File: src/rtl/spi_regfile_param.sv
// SPI mode-0 slave register file: frames of {R/W, address, data} sampled on clk write a NUM_REGS x DATA_W bank.
// Define SPI_READBACK_EN to serve read frames on cipo; otherwise cipo/cipo_oe are tied low.
module spi_regfile_param #(
  parameter int NUM_REGS    = 5,
  parameter int ADDR_W      = 7,
  parameter int DATA_W      = 8,
  parameter int SYNC_STAGES = 2
) (
  input  logic                         clk,
  input  logic                         rst,
  input  logic                         sclk,
  input  logic                         ncs,
  input  logic                         copi,
  output logic                         cipo,
  output logic                         cipo_oe,
  output logic [NUM_REGS*DATA_W-1:0]   regs_flat,
  output logic                         wr_strobe,
  output logic [ADDR_W-1:0]            wr_addr
);

  localparam int FRAME_W = 1 + ADDR_W + DATA_W;
  localparam int CNT_W   = $clog2(FRAME_W + 1);
  localparam logic [CNT_W-1:0] ADDR_END  = CNT_W'(1 + ADDR_W);
  localparam logic [CNT_W-1:0] FRAME_END = CNT_W'(FRAME_W);

  typedef enum logic [1:0] {IDLE, ADDR, DATA, DONE} state_t;

  logic [SYNC_STAGES-1:0] sclk_sync, ncs_sync, copi_sync, fill;
  logic                   sclk_d, ncs_d;

  // ncs idles high so a reset never fabricates a chip-select edge; fill marks when the chain holds real pin samples.
  always_ff @(posedge clk) begin
    if (rst) begin
      sclk_sync <= '0;
      copi_sync <= '0;
      ncs_sync  <= '1;
      fill      <= '0;
      sclk_d    <= 1'b0;
      ncs_d     <= 1'b1;
    end else begin
      // NOTE: sequential state uses non-blocking assignments so every flop samples pre-edge values.
      sclk_sync <= {sclk_sync[SYNC_STAGES-2:0], sclk};
      copi_sync <= {copi_sync[SYNC_STAGES-2:0], copi};
      ncs_sync  <= {ncs_sync[SYNC_STAGES-2:0], ncs};
      fill      <= {fill[SYNC_STAGES-2:0], 1'b1};
      sclk_d    <= sclk_sync[SYNC_STAGES-1];
      ncs_d     <= ncs_sync[SYNC_STAGES-1];
    end
  end

  logic sclk_s, ncs_s, copi_s, sclk_rise, ncs_rise, ncs_fall;
  assign sclk_s    = sclk_sync[SYNC_STAGES-1];
  assign ncs_s     = ncs_sync[SYNC_STAGES-1];
  assign copi_s    = copi_sync[SYNC_STAGES-1];
  assign sclk_rise = sclk_s & ~sclk_d;
  assign ncs_rise  = ncs_s & ~ncs_d;
  assign ncs_fall  = ~ncs_s & ncs_d;

  state_t             state_q;
  logic [CNT_W-1:0]   cnt_q, cnt_inc;
  logic [FRAME_W-1:0] shift_q, shift_nxt;
  logic [DATA_W-1:0]  regs_q [NUM_REGS];
  logic               armed_q;

  logic              addr_done, frame_done, frame_rw, addr_ok;
  logic [ADDR_W-1:0] frame_addr;
  logic [DATA_W-1:0] frame_data;

  assign shift_nxt  = {shift_q[FRAME_W-2:0], copi_s};
  assign cnt_inc    = (cnt_q == FRAME_END) ? cnt_q : cnt_q + CNT_W'(1);
  assign addr_done  = (state_q == ADDR) && sclk_rise && !ncs_rise && (cnt_inc == ADDR_END);
  assign frame_done = (state_q == DATA) && sclk_rise && !ncs_rise && (cnt_inc == FRAME_END);
  assign frame_rw   = shift_nxt[FRAME_W-1];
  assign frame_addr = shift_nxt[DATA_W +: ADDR_W];
  assign frame_data = shift_nxt[DATA_W-1:0];
  assign addr_ok    = 32'(frame_addr) < 32'(NUM_REGS);

  always_ff @(posedge clk) begin
    if (rst) begin
      state_q   <= IDLE;
      cnt_q     <= '0;
      shift_q   <= '0;
      armed_q   <= 1'b0;
      wr_strobe <= 1'b0;
      wr_addr   <= '0;
      // NOTE: the bank is architecturally visible, so every entry is reset, not just the control state.
      for (int i = 0; i < NUM_REGS; i++) regs_q[i] <= '0;
    end else begin
      wr_strobe <= 1'b0;
      // Frames only start after nCS has genuinely been seen high since reset.
      if (fill[SYNC_STAGES-1] && ncs_s) armed_q <= 1'b1;
      if (ncs_rise) begin
        state_q <= IDLE;
      end else begin
        case (state_q)
          IDLE: if (ncs_fall && armed_q) begin
            state_q <= ADDR;
            cnt_q   <= '0;
          end
          ADDR, DATA: if (sclk_rise) begin
            shift_q <= shift_nxt;
            cnt_q   <= cnt_inc;
            if (addr_done) state_q <= DATA;
            if (frame_done) begin
              state_q <= DONE;
              if (frame_rw && addr_ok) begin
                for (int i = 0; i < NUM_REGS; i++)
                  if (frame_addr == ADDR_W'(i)) regs_q[i] <= frame_data;
                wr_strobe <= 1'b1;
                wr_addr   <= frame_addr;
              end
            end
          end
          default: ;
        endcase
      end
    end
  end

  for (genvar g = 0; g < NUM_REGS; g++) begin : g_flat
    assign regs_flat[g*DATA_W +: DATA_W] = regs_q[g];
  end

`ifdef SPI_READBACK_EN
  logic              sclk_fall;
  logic [DATA_W-1:0] rd_val, so_q, so_nxt;
  assign sclk_fall = ~sclk_s & sclk_d;
  assign so_nxt    = so_q << 1;

  always_comb begin
    // NOTE: default first so no path through this block leaves rd_val holding its old value (no latch).
    rd_val = '0;
    for (int i = 0; i < NUM_REGS; i++)
      if (shift_nxt[ADDR_W-1:0] == ADDR_W'(i)) rd_val = regs_q[i];
  end

  // MSB is presented right after the address; shifting starts on the fall following the first data bit.
  always_ff @(posedge clk) begin
    if (rst) begin
      so_q    <= '0;
      cipo    <= 1'b0;
      cipo_oe <= 1'b0;
    end else if (ncs_rise || frame_done) begin
      cipo    <= 1'b0;
      cipo_oe <= 1'b0;
    end else if (addr_done && !shift_nxt[ADDR_W]) begin
      so_q    <= rd_val;
      cipo    <= rd_val[DATA_W-1];
      cipo_oe <= 1'b1;
    end else if (cipo_oe && sclk_fall && cnt_q > ADDR_END) begin
      so_q <= so_nxt;
      cipo <= so_nxt[DATA_W-1];
    end
  end
`else
  assign cipo    = 1'b0;
  assign cipo_oe = 1'b0;
`endif

endmodule
File: config.mk
export PLATFORM = sky130hd
export DESIGN_NAME = spi_regfile_param
export DESIGN_NICKNAME = d
export VERILOG_FILES = /design/src/rtl/spi_regfile_param.sv
export SDC_FILE = /design/constraint.sdc
export NUM_CORES = 1
export LEC_CHECK = 0
export BUFFER_PORTS_ARGS = -buffer_cell sky130_fd_sc_hd__buf_2
export CAP_MARGIN = 5
export CORE_MARGIN = 1.5
export CORE_UTILIZATION = 54
export DETAILED_ROUTE_END_ITERATION = 10
export PLACE_DENSITY = 0.78
export SYNTH_ARGS = -nofsm -noshare
export SYNTH_HDL_FRONTEND = slang
export SYNTH_SLANG_ARGS = --single-unit
File: constraint.sdc
create_clock -name clk -period 3.3 [get_ports clk]
set_clock_uncertainty 0.05 [all_clocks]
set_input_delay 0.165 -clock clk [delete_from_list [all_inputs] [get_ports clk]]
set_output_delay 0.165 -clock clk [all_outputs]
set_load 0.005 [all_outputs]
# After elaboration in Yosys (flattened, before gate mapping)
# Memories as Yosys holds them, arrays and structs flattened.
# Index checks and enable logic that the tools add are counted.
[classes]
n_lt_le_gt_ge = 1
addsub = 1
n_eq_ne = 12
n_mux = 58
n_reduce_logical = 20
bitwise = 15
[op_table]
columns = ["operator", "n"]
rows = [
  ["2-to-1 mux 1 bit", 44],
  ["2-to-1 mux 8 bit", 5],
  ["2-to-1 mux 5 bit", 3],
  ["equality test 7 x 2 -> 1 bit (second input constant)", 2],
  ["equality test 5 bit (second input constant)", 2],
  ["case mux 5 bit (2 select lines)", 1],
  ["logical AND 1 bit", 9],
  ["2-to-1 mux 2 bit", 4],
  ["AND reduction 4 bit", 2],
  ["equality test 7 x 1 -> 1 bit (second input constant)", 1],
  ["equality test 7 x 3 -> 1 bit (second input constant)", 1],
  ["logical NOT 7 bit", 1],
  ["< comparator 7 x 3 -> 1 bit (second input constant)", 1],
  ["NOT 1 bit", 7],
  ["adder 5 x 1 -> 5 bit (second input constant)", 1],
  ["equality test 5 x 4 -> 1 bit (second input constant)", 1],
  ["bitwise OR 1 bit", 5],
  ["AND reduction 5 bit", 1],
  ["OR reduction 5 bit", 1],
  ["!= test 2 bit (second input constant)", 2],
  ["case mux 2 bit (2 select lines)", 1],
  ["OR reduction 2 bit", 2],
  ["AND 1 bit", 3],
  ["!= test 3 bit (second input constant)", 1],
  ["6 further kinds", 6],
]
[totals]
input_bits = 5
register_bits = 41
mem_bits_rw = 40
elab_cells = 121
n_memories = 1
[memory_table]
columns = ["name", "words", "width", "read_ports", "rd_clocked_by_memory_dff", "wr", "line", "text"]
rows = [
  ["regs_q", 5, 8, 5, 0, 5, "62", "logic [DATA_W-1:0] regs_q [NUM_REGS];"],
]

# Depth between registers and ports, before layout
[depth]
word_depth = 12
depth_mapped = 8

# Worst setup path before layout
# OpenSTA, ideal clock, no wires.
[synth_timing]
path_kind = "flip-flop to flip-flop"
startpoint = "register cnt_q[0]"
endpoint = "memory regs_q[1][2] (netlist: regs_q[0][10]), enable pin"
t_arrival_ps = 2368
t_required_ps = 2866
path_buffers = 0
stages_incl_launch_ff = 9
setup_ps = 384
path_slack_ps = 498
cell_sequence = "dfxtp_1 > inv_1 > ha_1 > and3b_1 > o31ai_1 > o211ai_2 > nor3_4 > nand2_1 > o21ai_0"
[synth_rtl]
columns = ["element", "line", "text"]
rows = [
  ["start, declared", "60", "logic [CNT_W-1:0] cnt_q, cnt_inc;"],
  ["start signal, assigned", "102", "cnt_q <= cnt_inc;"],
  ["end, declared", "62", ""],
]

==> results by group <==
Status
  • Run status: complete, no violations

Die
  • Row count: 27
  • Die area: 6054 sq um
  • Core footprint: 5439 sq um
  • Die height: 77.81 um
  • Die W: 77.81 um
  • Initial Util: 0.5556
  • I/O pin cnt: 55

Clock network
  • H-Tree Depth: 3
  • CTS tree: done
  • Clk slew on worst S/H paths: 80 ps
  • Max Buffers Root-to-Sink: 2
  • Clock latency at the later pin of the worst-skew pair: 340 ps
  • Number of buffers created by CTS: 9
  • Post-CTS Setup Repair Bufs: 0
  • Root buffer cell: clkbuf_8
  • Clk sinks: 81

Yosys
  • Post-Syn Instances: 249
  • Synthesized flop and latch total: 81
  • Ys Warns: 0
  • Synth area leaders: edfxtp_1 (40%), dfxtp_1 (27%), nand2_1 (4.6%)
  • Syn Area/Cell: 12.14 sq um
  • Yosys top cell area share: 0.3975
  • Top_reg_cell synth: dfxtp_1
  • EDFF count, synth: 40
  • Post-synthesis sequential area ratio: 0.6692
  • Ys async rst share: 0
  • Mapped Area: 3022 sq um
  • Synth unique cells: 48
  • Post-synth top area cell: edfxtp_1

STA
  • RSZ-0062 raised after global routing: false
  • Slew Viols, Final: 0
  • Period minus WS final: 2605 ps
  • Final Hold Fails: 0
  • Slew HR: 0.5405
  • Final setup fails: 0
  • Slew at the pin closest to its max-slew limit: 689.3 ps
  • Setup TNS Final: 0 ps
  • Tcrit/Tclk final: 0.7894
  • Fmax: 383.9 MHz

Global route
  • Vias in the first global route: 1688
  • Total GRT Usage: 0.1727
  • Pin count of the biggest net entering global routing: 39
  • Total congestion overflow: 0
  • Initial antenna violation count: 0
  • First-pass GRT wire length: 7866 um

Cells and area
  • Most frequent cells in the layout: buf_2 (52), dfxtp_1 (41), edfxtp_1 (40)
  • Most common cell after layout, fill and taps aside: buf_2
  • Area Growth Syn to Fin: 18.22%
  • Fraction of layout cells with a size suffix above 1: 0.2771
  • Non-filler cells, final: 386
  • Final Net Count: 319
  • ANT cells: 0

Worst setup path
  • Critical Path AT: 2610 ps
  • Startpoint class of the critical path: flop
  • Reg-to-reg slack, setup: 700 ps
  • FF-to-FF Start: cnt_q[0]$_SDFFE_PP0P_
  • R2R depth: 9
  • End of the critical path: regs_q[0][3]$_DFFE_PP_
  • Worst Path Max Fanout: 8
  • Worst r2r dst: regs_q[0][3]$_DFFE_PP_
  • Data required, critical path: 3300 ps
  • CP startpoint: cnt_q[0]$_SDFFE_PP0P_
  • Crit Path Category: flop to flop
  • CP Capture Type: flop

Route
  • Initial DRC count: 66
  • DR WL/cell: 12.85 um
  • Wirelength, routed: 4959 um
  • DR vias/cell: 5.057
  • First drt pass iteration count: 4
  • Post-DRT Antenna Nets: 0
  • DR vias: 1952
  • DRC Markers: 0

Place
  • Final GP Congestion: 0.8469
  • Port-buffer cells: 52
  • Final HPWL DP: 3420 um
  • Placed cells: 367

Hold path
  • Hold_sp: rst
  • Min-delay worst type: primary input to flop

Job
  • Max_cap viols: 0

Power and ir drop
  • VDD IR max: 0.0003389 V
  • PD cells: 500.7 nW/um^2
  • Leakage: 1.413 nW
## cells by family (layout without fill, tap and decap cells)
kind of cell / count (synthesis) / count (layout) / synth area share
AOI/OAI and AO/OA: 42 / 42 / 0.08820
other: 1 / 2 / 0.001241
adders and majority gates: 5 / 5 / 0.02070
muxes: 3 / 3 / 0.01159
DFF: 81 / 81 / 0.6692
buffers and inverters: 17 / 81 / 0.02401
xor gates and xnor gates: 2 / 2 / 0.005798
and+or+nand+nor: 98 / 98 / 0.1793
## critical path, stage by stage, from the launching register on
cell	delay (ps)
dfxtp_1	470
inv_1	70
ha_1	190
and3b_1	180
o31ai_1	230
o211ai_2	220
nor3_4	360
nand2_1	150
o31ai_2	190
buf_4	210
## routing by layer
layer,share of wire,track usage,up-vias
met3,0.054,0.03647,9
met5,0,0,-
met1,0.47,0.2251,892
met4,0.017,0.08727,0
met2,0.46,0.2722,67
li1,-,-,984
## state kept, by name, summed over array words and instances, names as in the netlist
name and flops:
ncs_sync 2, armed_q 1, regs_q 40, sclk_sync 2
sclk_d 1, cnt_q 5, copi_sync 2, wr_addr 7
shift_q 15, fill 2, wr_strobe 1, state_q 2
ncs_d 1
## metrics by stage
stage | hold WS [ps] | util | power (mW) | area (sq um) | worst slack, ps
after detailed placement | 306.6 | 0.6170 | 1.160 | 3356 | 659.1
after CTS | 265.6 | 0.6568 | 1.809 | 3572 | 660.9
after global placement | 305.8 | 0.6170 | 1.159 | 3356 | 757.0
after global routing | 294.5 | 0.6568 | 1.854 | 3572 | 446.2
after floorplan | 218.8 | - | 1.133 | 3025 | 498.1
final | 273.0 | 0.6568 | 1.789 | 3572 | 695.1
## synthesized netlist by cell type, drive strengths merged, types with 2 or more instances
master and count:
dfxtp 41, edfxtp 40, nand2 37, a21oi 22
and2 12, nor2 11, nor2b 9, clkbuf 6
inv 6, buf 5, ha 5, nor3 5
o21ai 5, a21o 4, nand2b 4, nand3 3
o31ai 3, or2 3, or3b 3, a211oi 2
a21boi 2, mux2i 2, nand4 2, nor4 2
## report_power, final
part / switching [mW] / internal, mW
clock: 0.365 / 0.286
combinational: 0.0337 / 0.0245
sequential: 0.00643 / 1.07
## repair_timing
action / 4_1_cts / 5_1_grt
resized for setup: 0 / 0
hold buffers: 3 / 0
endpoints found under the hold margin: 3 / 0
## worst min-delay path by stage
| stage | to | slack (ps) | cells after the start |
|---|---|---|---|
| final | cnt_q[1]$_SDFFE_PP0P_ | 270 | 2 |
| after global routing | cnt_q[1]$_SDFFE_PP0P_ | 290 | 2 |
| after CTS | cnt_q[1]$_SDFFE_PP0P_ | 270 | 2 |
| after detailed placement | ncs_sync[0]$_SDFF_PP1_ | 310 | 2 |
| after global placement | ncs_sync[0]$_SDFF_PP1_ | 310 | 2 |
| after floorplan | ncs_sync[0]$_SDFF_PP1_ | 220 | 1 |
## layout make-up
class                      instances  area, sq um
clock inverter                     7        62.56
sequential                        81         2022
timing repair buffer              59        320.3
fill                             428         1867
clock buffer                       9        123.9
inverter                           6        22.52
tap                               72        90.09
multi-input combinational        152        930.9
Power figures use the tool's default switching activity.
